## src/rtl/video_pkg.sv

```systemverilog
// Shared constants, FSM encoding and helpers for the video resampler slice.
// Latency: n/a (package only).
// Backpressure: n/a (package only).
package video_pkg;

    localparam int NTSC_RES_H    = 720;
    localparam int VGA_RES_H_ACT = 640;
    localparam int VGA_RES_V_ACT = 480;

    typedef enum logic [1:0] {
        WAIT_SOF,
        ACTIVE_LINE,
        SKIP_LINE
    } state_t;

    // Ceiling log2 for sizing counters from elaboration-time parameters.
    function automatic int clog2(input int value);
        int r;
        r = 0;
        for (int i = 0; i < 31; i++) begin
            if ((32'sd1 <<< i) < value) begin
                r = i + 1;
            end
        end
        return r;
    endfunction

endpackage

```

## src/rtl/video_resampler_ratio_accumulator.sv

```systemverilog
// Bresenham keep/drop decision: keeps TOTAL-DROP of every TOTAL steps, spread evenly.
// Latency: keep is combinational from the current accumulator (with clear applied); state updates on step.
// Backpressure: none; the caller only pulses step for items it actually consumes.
module ratio_accumulator
    import video_pkg::*;
#(
    parameter int TOTAL = 720,
    parameter int DROP  = 80
) (
    input  logic clk,
    input  logic areset,
    input  logic clear,
    input  logic step,
    output logic keep
);

    // One extra bit so acc + DROP never wraps (acc < TOTAL, DROP <= TOTAL).
    localparam int AW = clog2(TOTAL) + 1;
    localparam logic [AW-1:0] TOTAL_A = AW'(TOTAL);
    localparam logic [AW-1:0] DROP_A  = AW'(DROP);

    logic [AW-1:0] acc;
    logic [AW-1:0] base;
    logic [AW-1:0] sum;

    // A clear coinciding with a step means the item is judged from a fresh accumulator.
    always_comb begin
        base = clear ? '0 : acc;
        sum  = base + DROP_A;
        keep = (sum < TOTAL_A);
    end

    // Advance on step (subtracting TOTAL on a drop), otherwise honour a bare clear.
    always_ff @(posedge clk or posedge areset) begin
        if (areset) begin
            acc <= '0;
        end else if (step) begin
            acc <= keep ? sum : (sum - TOTAL_A);
        end else if (clear) begin
            acc <= '0;
        end
    end

endmodule

```

## src/rtl/video_resampler.sv

```systemverilog
// Decimates IN_H x IN_V active video to OUT_H x OUT_V, tagging kept pixels with sol/sof and x/y.
// Latency: exactly one clk from an input pixel to its registered output.
// Backpressure: none; in_valid low simply stalls all state and output is never stalled.
module video_resampler
    import video_pkg::*;
#(
    parameter int DATA_W = 16,
    parameter int IN_H   = NTSC_RES_H,
    parameter int OUT_H  = VGA_RES_H_ACT,
    parameter int IN_V   = VGA_RES_V_ACT,
    parameter int OUT_V  = VGA_RES_V_ACT,
    parameter int X_W    = 11,
    parameter int Y_W    = 11
) (
    input  logic              clk,
    input  logic              areset,
    input  logic [DATA_W-1:0] in_data,
    input  logic              in_valid,
    input  logic              in_sol,
    input  logic              in_sof,
    input  logic              bypass,
    output logic [DATA_W-1:0] out_data,
    output logic              out_valid,
    output logic              out_sol,
    output logic              out_sof,
    output logic [X_W-1:0]    out_x,
    output logic [Y_W-1:0]    out_y,
    output logic              err_long,
    output logic              err_short,
    output logic              err_frame
);

    localparam logic [X_W-1:0] OUT_H_X = X_W'(OUT_H);
    localparam logic [Y_W-1:0] OUT_V_Y = Y_W'(OUT_V);

    state_t         state, state_nx;
    logic           bypass_q, byp_eff;
    logic [X_W-1:0] col, col_cur, col_nx;
    logic [Y_W-1:0] row, row_cur, row_nx;
    logic [Y_W-1:0] line_y, line_y_nx;
    logic           accept, sof_acc, sol_acc, line_keep;
    logic           h_step, h_keep, v_keep;
    logic           px_keep, px_out, long_err, short_err, frame_err;

    ratio_accumulator #(.TOTAL(IN_H), .DROP(IN_H - OUT_H)) u_hacc (
        .clk    (clk),
        .areset (areset),
        .clear  (sol_acc),
        .step   (h_step),
        .keep   (h_keep)
    );

    ratio_accumulator #(.TOTAL(IN_V), .DROP(IN_V - OUT_V)) u_vacc (
        .clk    (clk),
        .areset (areset),
        .clear  (sof_acc),
        .step   (sol_acc),
        .keep   (v_keep)
    );

    // Line/pixel decisions for the current input beat; everything holds when nothing is accepted.
    always_comb begin
        accept    = in_valid && ((state != WAIT_SOF) || in_sof);
        sof_acc   = accept && in_sof;
        sol_acc   = accept && (in_sol || in_sof);
        byp_eff   = sof_acc ? bypass : bypass_q;
        row_cur   = sof_acc ? '0 : row;
        line_keep = v_keep || byp_eff;
        state_nx  = state;
        row_nx    = row_cur;
        line_y_nx = line_y;
        frame_err = 1'b0;
        if (sol_acc) begin
            if (line_keep && (row_cur < OUT_V_Y)) begin
                state_nx  = ACTIVE_LINE;
                line_y_nx = row_cur;
                row_nx    = row_cur + 1'b1;
            end else begin
                // A kept line past OUT_V is discarded like a dropped one, but flagged.
                state_nx  = SKIP_LINE;
                frame_err = line_keep;
            end
        end
        short_err = sol_acc && (state == ACTIVE_LINE) && (col != OUT_H_X);
        col_cur   = sol_acc ? '0 : col;
        h_step    = accept && (state_nx == ACTIVE_LINE);
        px_keep   = h_step && (h_keep || byp_eff);
        px_out    = px_keep && (col_cur < OUT_H_X);
        long_err  = px_keep && !px_out;
        // col saturates at OUT_H so an over-long line does not also count as short.
        col_nx    = px_out ? (col_cur + 1'b1) : col_cur;
    end

    // Register FSM, counters and every output; reset drops output immediately.
    always_ff @(posedge clk or posedge areset) begin
        if (areset) begin
            state     <= WAIT_SOF;
            bypass_q  <= 1'b0;
            col       <= '0;
            row       <= '0;
            line_y    <= '0;
            out_data  <= '0;
            out_valid <= 1'b0;
            out_sol   <= 1'b0;
            out_sof   <= 1'b0;
            out_x     <= '0;
            out_y     <= '0;
            err_long  <= 1'b0;
            err_short <= 1'b0;
            err_frame <= 1'b0;
        end else begin
            state     <= state_nx;
            bypass_q  <= byp_eff;
            col       <= col_nx;
            row       <= row_nx;
            line_y    <= line_y_nx;
            out_valid <= px_out;
            out_sol   <= px_out && (col_cur == '0);
            out_sof   <= px_out && (col_cur == '0) && (line_y_nx == '0);
            err_long  <= long_err;
            err_short <= short_err;
            err_frame <= frame_err;
            if (px_out) begin
                out_data <= in_data;
                out_x    <= col_cur;
                out_y    <= line_y_nx;
            end
        end
    end

endmodule
```

## config.mk

```make
export PLATFORM = sky130hd
export DESIGN_NAME = video_resampler
export DESIGN_NICKNAME = d
export VERILOG_FILES = /design/src/rtl/video_pkg.sv /design/src/rtl/video_resampler_ratio_accumulator.sv /design/src/rtl/video_resampler.sv
export SDC_FILE = /design/constraint.sdc
export NUM_CORES = 1
export LEC_CHECK = 0
export ABC_AREA = 1
export CAP_MARGIN = 20
export CORE_MARGIN = 10
export CORE_UTILIZATION = 49
export CTS_CLUSTER_DIAMETER = 120
export DETAILED_ROUTE_END_ITERATION = 8
export PLACE_DENSITY_LB_ADDON = 0.08
export SLEW_MARGIN = 10
export SYNTH_ARGS = -nofsm -noshare
export SYNTH_HDL_FRONTEND = slang
export SYNTH_SLANG_ARGS = --single-unit
```

## constraint.sdc

```tcl
create_clock -name clk -period 3.25 [get_ports clk]
set_input_delay 0.975 -clock clk [delete_from_list [all_inputs] [get_ports clk]]
set_output_delay 0.975 -clock clk [all_outputs]
set_load 0.03 [all_outputs]
```

== Word level (Yosys, flattened, before mapping) ==
Index checks and enable logic that the tools add are counted.

* $lt $le $gt $ge: 4
* Muxes and demuxes: 18
* Reduce and logical (&&, ||, !) cells: 20
* Eq/ne operators: 3
* $add $sub $neg: 5

{| class="wikitable"
|+ Operator list
! operator !! count
|-
| $mux W11 || 10
|-
| $mux W10 || 3
|-
| $add A11 B1 Y11 const B || 2
|-
| $logic_not A11 Y1 || 2
|-
| $lt A11 B10 Y1 const B || 2
|-
| $logic_and A1 B1 Y1 || 12
|-
| $add A11 B7 Y11 const B || 1
|-
| $lt A11 B9 Y1 const B || 1
|-
| $ne A11 B10 Y1 const B || 1
|-
| $sub A11 B10 Y11 const B || 1
|-
| $lt A10 B9 Y1 const B || 1
|-
| $sub A10 B9 Y10 const B || 1
|-
| $eq A2 B1 Y1 const B || 2
|-
| $logic_or A1 B1 Y1 || 4
|-
| $mux W2 || 2
|-
| $mux W1 || 3
|-
| $reduce_bool A2 Y1 || 1
|-
| $logic_not A1 Y1 || 1
|}

* Register bits: 101
* Logic and storage cells: 66
* Output and inout port bits: 44

== Logic depth before layout (Yosys ltp) ==
Gate-level depths: netlist (run 1).

* Word-level depth: 16
* Mapped depth: 21

== Hierarchy ==
Synthesis (run 1) repeated with hierarchy kept, for this count alone.

* Cell total of the unflattened synthesis: 599
* Area total of the unflattened synthesis: 4,638.2 µm²

{| class="wikitable"
|+ By module, submodules not included
! module !! instances !! area each (µm²) !! cells each
|-
| video_resampler || 1 || 3,639.7 || 450
|-
| ratio_accumulator (u_hacc) || 1 || 648.1 || 98
|-
| ratio_accumulator (u_vacc) || 1 || 350.3 || 51
|}

== Worst setup path after synthesis (run 1) ==
No wires, ideal clock.

* Path kind: input port to flip-flop
* Start: input in_sof
* End: register out_data[10]
* Buffers on the path: 4
* Stages on the path: 21
* Arrival time: 3.107 ns
* Data required time: 3.132 ns
* Slack: 0.025 ns
* Cells stage by stage: nor2_1 > nand2_1 > nand3_2 > buf_2 > buf_2 > nand2_1 > inv_1 > ha_1 > nor2_1 > nor2_1 > nand2_1 > nor2_1 > nand2_1 > nand2_1 > nand3_4 > nand2_2 > nand2_2 > buf_6 > buf_6 > nand2_1 > nand2_1

* Word-level cells in the longest chain between the ends: 13
* Elaborated cells between the ends (all ways): 24

{| class="wikitable"
|+ Ends and longest elaborated chain
! what !! line !! text
|-
| start: declaration || video_resampler.sv:20 || <nowiki>input logic in_sof,</nowiki>
|-
| branches (longest 12 deep; another with $add A11 B7 Y11) || n/a ||
|-
| $logic_and A1 B1 Y1 * || video_resampler.sv:88 || <nowiki>px_out = px_keep && (col_cur < OUT_H_X);</nowiki>
|-
| end signal: assignment || video_resampler.sv:124 || <nowiki>out_data <= in_data;</nowiki>
|-
| end: declaration || video_resampler.sv:22 || <nowiki>output logic [DATA_W-1:0] out_data,</nowiki>
|}

Mark *: on every way between the ends.
A chain may end at the register's enable or synchronous reset.

== Final worst setup path (run 1) ==
* Start: input in_sof
* End: register out_y[10]

* Word-level cells in the longest chain between the ends: 13
* Elaborated cells between the ends (all ways): 26

{| class="wikitable"
|+ Ends and longest elaborated chain
! what !! line !! text
|-
| branches (longest 13 deep; another with $add A11 B7 Y11) || n/a ||
|-
| end signal: assignment || video_resampler.sv:126 || <nowiki>out_y <= line_y_nx;</nowiki>
|-
| end: declaration || video_resampler.sv:27 || <nowiki>output logic [Y_W-1:0] out_y,</nowiki>
|}

Several ways; the timed one is not identified.

==> flow_summary.toml, run 1 <==
[clock_network]
tritoncts = "built"
clk_latency_ns = 0.36
cts_num_sinks = 92
htree_levels = 3
cts-hold-fix-buffers = 0
clk_pin_slew_ns = 0.09
clk_path_buf_depth = 2
cts_made_buffers = 9
ctsRootBufferMaster = "clkbuf_8"
post-cts-setup-buffers = 0

[detailed_routing]
routed.top_layer = "met4"
routed-wl-met2_mm = 4.372
drt_wl_total_mm = 9.924
route.detailed.vias_per_inst = 4.911
wl_met1_mm = 4.750
drc = 0
antenna_violating_nets_post_route = 0
first_iter_violations = 214
num_vias = 3624
met3_wirelength_um = 683
dr.pass1.iters = 4
routedWlPerCell_um = 13.45

[setup_path]
rrSetupSlack_ns = 0.98
critical_path.most_common_cell = "nand2_1"
r2r_cells = 14
timing.critical_path.arrival_ns = 3.22
crit_path_top_delay_cell = "clkdlybuf4s50_1"
regToRegEndpoint = "col[6]"
cp-start-kind = "input port"
crit_required_ns = 3.50
timing.rr.start = "state[1]"
cp_slowest_stage_delay_ns = 0.50
crit_path_cells = "clkdlybuf4s50_1, nor2_1, nand2_1, nand3_2, nand2_1, inv_1, ha_2, nor2_1, nor2_1, nand2_1, nand2_1, nand2_1, nand2_4, nand3_4, nand2_4, buf_12, buf_12, nand3_1, nand2_1"
timing.critical_path.to_type = "flip-flop"
crit_path_max_fanout = 12
worstSetupPathType = "input port to flip-flop"

[synthesis]
postSynth.topFlopCell = "dfrtp_1"
avgSynthCellArea_um2 = 8.265
synth-seq-cells = 92
netlist_instances = 530
syn-num-nets = 559
synth-seq-area-share_pct = 52.56
yosysUniqueCellTypes = 30
yosys_warnings = 0
synth_area_um2 = 4380
synth-async-reset-ratio_pct = 100.0
synth_enable_flop_cells = 0

[placement]
port-buffer-count = 65
place.gp.congestion = 0.8796
hpwlAfterDp_mm = 7.151
dp_cells = 723

[worst_hold_path]
holdPathStages = 2
timing.hold.worst.class = "flip-flop to flip-flop"
worstHoldStart = "out_data[2]"
worstHoldEndpoint = "out_data[2]"

[cells_and_area]
fill_cells = 784
antennaDiodeCount = 0
layout.cells.non_filler = 738
utilization_after_layout_pct = 64.56
fin_nets = 655
area_growth_pct = 28.53
layout-drive-gt1-share_pct = 12.06
seq_area_um2 = 2302
multiInputGateArea_um2 = 1742

[pwr]
switching_share_pct = 35.73
vdd.ir_drop.worst_mv = 0.5511
total_switching_power_uw = 1231
leakage_uw = 0.003024
p_seq_share_pct = 42.1
power.clock.fraction_pct = 22.1
power.density_nw_per_um2 = 611.9
cell_internal_pwr_uw = 2214
comb_power_share_pct = 35.8

[sta]
timing.final.max_slew_violations = 0
layout_min_cycle_time_ns = 2.975
final.period_utilization_pct = 91.54
worst_pin_slew_ns = 0.4383
final.setup_skew_ns = 0.01495
max_clock_freq_mhz = 336.1
max_slew_margin_pct = 70.78
report.final.setup_viol = 0
hold_ws_ns = 0.4727
rsz0062_at_grt = "false"
report.final.hold_viol_count = 0

[floorplan]
floorplan.initialDensity_pct = 50.23
die_area_um2 = 13120
die_w_um = 114.6
design.portCount = 66
core-area_um2 = 8721
die_height_um = 114.6
placement_rows = 34

[global_routing]
grt_pass1_wl_mm = 17.35
grt_antenna_before_repair = 0
groute.usage.overall_pct = 16.00
grt_overflow_total = 0
largest_net_degree_at_the_start_of_global_routing = 78
grt_pass1_vias = 3629

[run]
max-cap-violations = 0

[run_status]
status = "completed"
per-stage QoR:
step	area (um2)	setup WS [ns]	TNS (ns)	total power (uW)
floorplan	4384	0.02487	0	2190
global placement	5404	-0.08758	-2.923	2688
detailed placement	5404	-0.1937	-8.802	2712
CTS	5595	0.1827	0	3482
global route	5630	0.02821	0	3664
finish	5630	0.2751	0	3445
metal layers:
| layer | track usage (%) | up-vias |
|---|---|---|
| li1 | - | 1844 |
| met1 | 21.69 | 1701 |
| met2 | 23.29 | 70 |
| met3 | 6.132 | 9 |
| met4 | 4.344 | 0 |
| met5 | 0 | - |
cell usage after synthesis (all sizes together) (7+ instances only):
cell	count	share of area, %
buf	18	3.0
nor2	27	2.3
nand3	70	8.5
ha	7	2.0
o21ai	19	2.3
dfrtp	92	53
xor2	12	2.4
nor3	8	0.91
a21oi	9	1.2
nand2	188	17
inv	61	5.3
registers in the layout, summed over array words and instances (netlist names), 2 cells and up:
| signal | cells |
|---|---|
| row | 11 |
| col | 11 |
| u_vacc.acc | 5 |
| state | 2 |
| u_hacc.acc | 7 |
| line_y | 11 |
| out_x | 11 |
| out_data | 16 |
| out_y | 11 |
critical path: cells and delay by family:
| family | cells | cell delay, ns |
|---|---|---|
| buffers and inverters | 4 | 0.83 |
| AND/OR/NAND/NOR | 14 | 1.22 |
| adder cells (fa/ha/maj) | 1 | 0.18 |
final cells by class:
class / count / area share (%)
flip-flops and latches: 92 / 40.89
multi-input cells: 356 / 30.93
repair buffers: 106 / 18.20
inverters: 61 / 4.178
clock buffers: 11 / 2.511
well taps: 108 / 2.400
clock inverters: 4 / 0.8889
worst max-delay path by stage:
stage | from | to | slack [ns] | depth (start not counted)
3_5_place_dp | in_sof | out_x[0] | -0.19 | 18
2_1_floorplan | in_sof | out_data[10] | 0.02 | 21
4_1_cts | in_sof | out_y[10] | 0.18 | 19
3_3_place_gp | in_sof | col[8] | -0.09 | 17
5_1_grt | in_sof | col[8] | 0.03 | 17
6_report | in_sof | out_y[10] | 0.28 | 19
layout by cell type, fill, tap and decap left out, types with 2 or more instances in the layout:
cell / synthesis / routed
o21ai_2: 1 / 2
dfrtp_1: 92 / 92
nand4_1: 4 / 4
nor3_1: 8 / 7
nand2_4: 1 / 4
nand2_2: 6 / 5
clkdlybuf4s50_1: 0 / 65
nand3_2: 2 / 2
ha_1: 7 / 6
buf_4: 2 / 35
xor2_1: 12 / 12
xnor2_1: 4 / 4
nor4_1: 2 / 2
clkinvlp_4: 0 / 3
nand3_1: 67 / 67
nand2_1: 181 / 179
o21ai_0: 18 / 16
a21oi_1: 7 / 7
inv_1: 60 / 59
clkbuf_8: 0 / 10
buf_12: 0 / 5
nor2_1: 27 / 27
power by group through the flow:
| stage | clock (uW) | sequential [uW] | combinational (uW) |
|---|---|---|---|
| floorplan | 0 | 1740 | 450 |
| global placement | 0 | 1470 | 1220 |
| detailed placement | 0 | 1470 | 1240 |
| CTS | 785 | 1450 | 1250 |
| global route | 829 | 1480 | 1360 |
| finish | 760 | 1450 | 1230 |
kinds of logic after synthesis:
| family | Yosys count | share of synthesized area (%) |
|---|---|---|
| simple gates | 302 | 29.73 |
| flops | 92 | 52.56 |
| buf+inv | 82 | 8.569 |
| compound gates | 31 | 3.942 |
| xor+xnor | 16 | 3.199 |
| fa+ha+maj | 7 | 1.999 |
what timing repair did:
action,CTS,global route
endpoints found under the hold margin,0,0
endpoints found under the setup margin,0,49
resized for setup,0,11
Note: power is estimated with default switching activity, not from simulation.
==> run 2, diff against run 1 <==
MAX_ROUTING_LAYER = met4   (was default)
==> flow_summary.toml, run 2 (same netlist as run 1, synthesis figures left out) <==
[run_status]
status = "completed"

[worst_hold_path]
timing.hold.worst.class = "flip-flop to flip-flop"
holdPathStages = 2

[setup_path]
cp_num_buf_inv = 4
critical_path.top_delay_family = "simple AND/OR/NAND/NOR gates"
path_depth = 19
worstSetupPathType = "input port to flip-flop"
cp-start-kind = "input port"
timing.critical_path.to_type = "flip-flop"
crit_required_ns = 3.50
cp_slowest_stage_delay_ns = 0.50
crit_path_cells = "clkdlybuf4s50_1, nor2_1, nand2_1, nand3_2, nand2_1, inv_1, ha_2, nor2_1, nor2_1, nand2_1, nand2_1, nand2_1, nand2_4, nand3_4, nand2_4, buf_12, buf_12, nand3_1, nand2_1"
r2r_cells = 16
timing.critical_path.arrival_ns = 3.22
crit_path_top_delay_cell = "clkdlybuf4s50_1"
critical_path.most_common_cell = "nand2_1"
crit_path_max_fanout = 12

[global_routing]
grt_pass1_vias = 3631
groute.usage.overall_pct = 16.49
largest_net_degree_at_the_start_of_global_routing = 78
grt_overflow_total = 0
grt_antenna_before_repair = 0
grt_pass1_wl_mm = 17.38

[clock_network]
cts_num_sinks = 92
clk_path_buf_depth = 2
cts_made_buffers = 9
htree_levels = 3
tritoncts = "built"
ctsRootBufferMaster = "clkbuf_8"
clk_latency_ns = 0.36
post-cts-setup-buffers = 0
clk_pin_slew_ns = 0.09

[cells_and_area]
largest_register_ffs = 16
layout.cells.most_common_list = "nand2_1 (179), dfrtp_1 (92), nand3_1 (67), clkdlybuf4s50_1 (65), inv_1 (59)"
max_flop_register = "out_data"
area_growth_pct = 28.53
layout-drive-gt1-share_pct = 12.06
fin_nets = 655
layout.cells.non_filler = 738
antennaDiodeCount = 0
final_common_cell = "nand2_1"
final_area_um2 = 5630
fill_cells = 784

[pwr]
vdd.ir_drop.worst_mv = 0.5502
total_switching_power_uw = 1228
leakage_uw = 0.003024
power.clock.fraction_pct = 22.0
p_seq_share_pct = 42.1
switching_share_pct = 35.67
comb_power_share_pct = 35.8
power.density_nw_per_um2 = 611.3
cell_internal_pwr_uw = 2214

[placement]
dp_cells = 723
place.gp.congestion = 0.8941
port-buffer-count = 65
hpwlAfterDp_mm = 7.151
place_area_um2 = 5404

[sta]
report.final.setup_viol = 0
report.final.hold_viol_count = 0
final.setup_skew_ns = 0.01226
rsz0062_at_grt = "false"
max_clock_freq_mhz = 336.5
layout_min_cycle_time_ns = 2.972
timing.final.max_slew_violations = 0
max_slew_margin_pct = 71.08
final.period_utilization_pct = 91.45
worst_pin_slew_ns = 0.4339
hold_ws_ns = 0.4754

[floorplan]
floorplan.initialDensity_pct = 50.23
design.portCount = 66
placement_rows = 34
die_w_um = 114.6
core-area_um2 = 8721
die_area_um2 = 13120
die_height_um = 114.6

[detailed_routing]
dr.pass1.iters = 4
num_vias = 3610
drc = 0
routedWlPerCell_um = 13.43
first_iter_violations = 209
drt_wl_total_mm = 9.913
route.detailed.vias_per_inst = 4.892
antenna_violating_nets_post_route = 0

[run]
max-cap-violations = 0
-- run 2: routing by layer --
layer | share of wire [%] | vias to the layer above | wire length [um] | global-route usage (%)
met5 | 0 | - | 0 | -
li1 | - | 1841 | - | -
met1 | 49 | 1698 | 4842 | 22.11
met2 | 44 | 62 | 4389 | 23.33
met3 | 5.7 | 9 | 563 | 5.503
met4 | 1.2 | 0 | 117 | 4.344
-- run 2: through the flow --
| stage | total power, uW | TNS, ns | util [%] | setup WS, ns |
|---|---|---|---|---|
| final | 3442 | 0 | 64.56 | 0.2780 |
| after global routing | 3664 | 0 | 64.56 | 0.02820 |
| after CTS | 3482 | 0 | 64.16 | 0.1827 |
| after detailed placement | 2712 | -8.802 | 61.97 | -0.1937 |
| after global placement | 2688 | -2.923 | 61.97 | -0.08758 |
| after floorplan | 2190 | 0 | - | 0.02487 |
-- run 2: path summary, 6_finish.rpt --
| path | start | endpoint | slack (ns) |
|---|---|---|---|
| worst min-delay path | out_data[2] | out_data[2] | 0.48 |
| max in group asynchronous | areset | col[5] | 1.57 |
| min in group asynchronous | areset | out_y[5] | 0.94 |
| worst min register to register | out_data[2] | out_data[2] | 0.48 |
| worst max-delay path | in_sof | out_y[10] | 0.28 |
| worst max register to register | state[1] | col[8] | 0.97 |
-- run 2: cell type report --
type                       instances  area (um2)  area share (%)
tap                              108       135.1           2.400
clock inverter                     4       50.05          0.8889
timing repair buffer             106        1025           18.20
inverter                          61       235.2           4.178
clock buffer                      11       141.4           2.511
sequential                        92        2302           40.89
multi-input combinational        356        1742           30.93
-- run 2: tightest hold or removal path: stages (launching register included) --
cell and delay [ns]:
dfrtp_1 0.35, nand2_1 0.05, nand2_1 0.04
-- run 2: repair_timing --
item | 4_1_cts | 5_1_grt
hold buffers | 0 | 0
setup endpoints to repair | 0 | 49
resized for setup | 0 | 11
-- run 2: power by group through the flow --
| stage | sequential (uW) | combinational (uW) | clock (uW) |
|---|---|---|---|
| 2_1_floorplan | 1740 | 450 | 0 |
| 3_3_place_gp | 1470 | 1220 | 0 |
| 3_5_place_dp | 1470 | 1240 | 0 |
| 4_1_cts | 1450 | 1250 | 785 |
| 5_1_grt | 1480 | 1360 | 829 |
| 6_report | 1450 | 1230 | 757 |
==> variant 1, RTL diff (flow settings as in run 2) <==
`Y_W`: 11 -> 22.
--- a/src/rtl/video_resampler.sv
+++ b/src/rtl/video_resampler.sv
@@ -10,7 +10,7 @@
     parameter int IN_V   = VGA_RES_V_ACT,
     parameter int OUT_V  = VGA_RES_V_ACT,
     parameter int X_W    = 11,
-    parameter int Y_W    = 11
+    parameter int Y_W    = 22
 ) (
     input  logic              clk,
     input  logic              areset,
Interface: changed (resized out_y); port bits go from 66 to 77. No check against the original RTL was run, so the function may have changed too.
==> variant 1 against run 2 <==
- non-clock buffer count increased by 53
- cell count increased by 36%
- sequential cell count increased by 33
- via count increased by 36%
- setup slack got worse by 35 ps
- global-route usage increased by 1.3 points
- synthesized area increased by 30%
- power increased by 45%
- register-to-register slack got worse by 80 ps
- design area increased by 41%
- sequential share of layout area decreased by 1.4 points
- utilization increased by 4.8 points
- routed wire length increased by 44%
- highest routed layer unchanged
==> variant 1: results (changes against run 2) <==
stage	metric	value	unit	change
outcome	status	finished, final reports clean		
grt	grt_start_max_net_pins	50		-36%
setup_path	crit_arrival	3320	ps	+100 ps
setup_path	r2r_slack	890	ps	-80 ps
yosys	ys_top_cells_by_area	dfrtp_1 55%, nand2_1 15%, nand3_1 8.1%		
clocking	insertion_delay	420	ps	+60 ps
drt	drt-pass1-iter-count	5		+1
grt	grt_use_total	0.1782		+0.01330
place	dp_hpwl	9.633	mm	+35%
setup_path	r2r_start	state[0]$_DFF_PP0_		
drt	vias	4926		+36%
setup_path	rr_endpoint	out_x[4]$_DFFE_PP0N_		
clocking	path_clk_slew	50	ps	-40 ps
pwr	cellLeakagePower	4.301	nW	+42%
worst_hold_path	whs_endpoint	out_y[18]$_DFFE_PP0N_		
layout	fill_cells	904		+15%
yosys	synth_nets	722		+29%
drt	wl_met2	7.073	mm	+61%
layout	layout-drive-gt1-share	0.1610		+0.04039
grt	grtUsageMet1	0.2085		-0.01259
grt	gr-usage-met2	0.2787		+0.04542
layout	layout.nets	873		+33%
place	gp_congestion	0.8759		-2.0%
layout	fin_area	0.007916	mm2	+41%
place	io_buffers	76		+17%
pwr	vdd_drop_max	0.6525	mV	+19%
drt	wl_met1	6.266	mm	+29%
drt	drt_iter0_drc	412		+97%
setup_path	critical_path.startpoint	in_valid		
timing	relSlewSlack	0.5807		-0.1301
drt	wl_met3	736	um	+31%
## variant 1: cell count changes after synthesis, moves of 5 or more
cell / change
o21ai_0: -5
dfrtp_1: +33
inv_1: +26
nand2_1: +46
buf_4: +5
clkbuf_1: +8
nor2_1: +26
nand3_1: +25
## variant 1: cell families after synthesis
family,after synthesis,synth area share
AND/OR/NAND/NOR,396,0.2922
flip-flops,125,0.5475
buffers and inverters,119,0.08804
AO/OA/AOI/OAI,31,0.03395
XOR/XNOR,15,0.02300
adder cells (fa/ha/maj),7,0.01533
## variant 1: power groups by stage
stage | Combinational, W | Clock, W | Sequential (W)
after floorplan | 0.000485 | 0 | 0.00212
after global placement | 0.00129 | 0 | 0.00187
after detailed placement | 0.00130 | 0 | 0.00188
after CTS | 0.00131 | 0.00174 | 0.00185
after global routing | 0.00155 | 0.00182 | 0.00187
final | 0.00142 | 0.00171 | 0.00185
## variant 1: cell type report
cell class,count,area share
clock inverter,10,0.008377
inverter,91,0.04425
timing repair buffer,159,0.1985
sequential,125,0.3951
multi-input combinational,450,0.2712
clock buffer,22,0.05990
tap,143,0.02260
## variant 1: through the flow
| stage | instances | setup TNS [ps] | hold WS, ps | setup slack, ps |
|---|---|---|---|---|
| finish | 1000 | 0 | 467.4 | 243.4 |
| global route | 1000 | 0 | 485.6 | 77.00 |
| global placement | 959 | -8228 | 447.8 | -169.9 |
| CTS | 991 | 0 | 470.5 | 107.4 |
| detailed placement | 959 | -13750 | 457.6 | -276.7 |
| floorplan | 693 | 0 | 430.8 | 114.6 |
## variant 1: what timing repair did
item                       in CTS  in global routing
setup buffers                   0                  1
gates resized for setup         0                 17
setup endpoints to repair       0                 62
==> variant 2, RTL diff (config.mk and constraints of run 2) <==
Without the edit above. Put one more register stage on the output `out_sof`, without a reset. The value now appears one clock later. The other outputs are not delayed to match.
--- a/src/rtl/video_resampler.sv
+++ b/src/rtl/video_resampler.sv
@@ -32,6 +32,8 @@
 
     localparam logic [X_W-1:0] OUT_H_X = X_W'(OUT_H);
     localparam logic [Y_W-1:0] OUT_V_Y = Y_W'(OUT_V);
+
+    logic out_sof_s0;
 
     state_t         state, state_nx;
     logic           bypass_q, byp_eff;
@@ -102,7 +104,7 @@
             out_data  <= '0;
             out_valid <= 1'b0;
             out_sol   <= 1'b0;
-            out_sof   <= 1'b0;
+            out_sof_s0 <= 1'b0;
             out_x     <= '0;
             out_y     <= '0;
             err_long  <= 1'b0;
@@ -116,7 +118,7 @@
             line_y    <= line_y_nx;
             out_valid <= px_out;
             out_sol   <= px_out && (col_cur == '0);
-            out_sof   <= px_out && (col_cur == '0) && (line_y_nx == '0);
+            out_sof_s0 <= px_out && (col_cur == '0) && (line_y_nx == '0);
             err_long  <= long_err;
             err_short <= short_err;
             err_frame <= frame_err;
@@ -128,4 +130,8 @@
         end
     end
 
+    always_ff @(posedge clk) begin
+        out_sof <= out_sof_s0;
+    end
+
 endmodule
Behaviour: not the same (a bounded check fails within 4 cycles, from zero or initial values and one cycle with areset high).
==> variant 2 against run 2 <==
- power up 3.4%
- routed wire length is 3.9% higher
- cell count grew 0.41%
- sequential cell count is 1 higher
- fmax is 0.91% lower
- design area rose by 1.3%
- synthesized area increased by 0.46%
- setup slack worse by 27 ps
- highest routed layer unchanged
==> variant 2: results (changes against run 2) <==
stage	metric	value	unit	change
outcome	status	finished, final reports clean		
pwr	vdd_drop_max	0.4214	mV	-23%
layout	fin_area	0.005702	mm2	+1.3%
yosys	synth_compound_area_frac	0.03924		-0.0001793
yosys	synthAdderAreaFrac	0.01990		-0.00009096
yosys	synth.distinct_cells	31		+3.3%
layout	buffer_area_frac	0.1870		+0.004965
grt	grt_pass1_wl	17.48	mm	+0.55%
layout	signal_buffers	107		+0.94%
drt	routedWlPerCell	13.90	um	+3.5%
pwr	p_switching	0.001231	W	+0.25%
grt	grtUsageMet1	0.2373		+0.01619
setup_path	crit_arrival	3240	ps	+20 ps
yosys	synth_nets	560		+0.18%
layout	clkbuf_count	13		+2
place	dpl_cell_area	0.005436	mm2	+0.60%
place	place_worst_setup_slack	-161.0	ps	+32.78 ps
timing	relSlewSlack	0.5499		-0.1608
setup_path	r2r_start	state[0]$_DFF_PP0_		
pwr	cellLeakagePower	3.052	nW	+0.91%
layout	seq_share	0.4073		-0.001603
worst_hold_path	min_from	out_sof_s0$_DFF_PP0_		
place	dp_hpwl	7.438	mm	+4.0%
grt	grt_start_max_net_pins	42		-46%
pwr	power_frac_clock	0.237		+0.017
place	gp_congestion	0.8375		-6.3%
layout	multiInputGateArea	0.001725	mm2	-0.93%
yosys	synth_cells	531		+0.19%
layout	area_share_clock_buf_inv	0.03818		+0.004183
grt	grt_use_total	0.1659		+0.001059
drt	wl_met1	5.281	mm	+9.1%
yosys	seq_area_frac_synth	0.5277		+0.002158
grt	use_met3	0.03490		-0.02014
drt	drt_iter0_drc	191		-8.6%
drt	via_per_inst	4.960		+1.4%
drt	wl_met2	4.483	mm	+2.1%
layout	layout.nets	657		+0.31%
timing	fin_skew	8.163	ps	-4.099 ps
drt	wl	10.30	mm	+3.9%
timing	fin_hold_ws	344.6	ps	-130.8 ps
setup_path	rr_endpoint	out_y[6]$_DFFE_PP0N_		
pwr	swShare	0.3459		-0.01080
yosys	ys_ff_latch	93		+1.1%
yosys	synthXorXnorAreaFrac	0.03185		-0.0001455
layout	layout-drive-gt1-share	0.1153		-0.005311
worst_hold_path	whs_endpoint	out_sof$_DFF_P_		
grt	grt_pass1_vias	3565		-1.8%
yosys	ys_async_sr_fraction	0.9892		-0.01075
place	dp_cells	724		+0.14%
layout	fill_cells	727		-7.3%
yosys	ys_top_cells_by_area	dfrtp_1 52%, nand2_1 15%, nand3_1 7.6%		
setup_path	reg2regPathDepth	17		+1
## variant 2: worst register-to-register path: stages, from the launching register on
cell and delay (ps):
dfrtp_1 410, nor2_1 100, nand2_1 80, nand3_2 80, nand2_1 70, inv_1 80
ha_1 180, nor2_1 60, nor2_1 130, nand2_2 90, o21ai_1 160, nand2_2 130
nand3_4 120, nand2_4 80, buf_4 150, buf_12 130, nand3_1 70, nand2_1 60
## variant 2: what timing repair did
item / CTS / global route
resized for setup: 0 / 8
setup endpoints to repair: 0 / 50
hold buffers: 0 / 0
hold endpoints to repair: 0 / 0
## variant 2: worst max-delay path by stage
stage | to | slack (ps) | cells after the start
floorplan | out_data[10]$_DFFE_PP0N_ | 20 | 21
global placement | out_y[1]$_DFFE_PP0N_ | -120 | 17
detailed placement | out_y[7]$_DFFE_PP0N_ | -160 | 18
CTS | out_y[6]$_DFFE_PP0N_ | 210 | 18
global route | out_x[3]$_DFFE_PP0N_ | 30 | 19
finish | out_y[6]$_DFFE_PP0N_ | 250 | 19
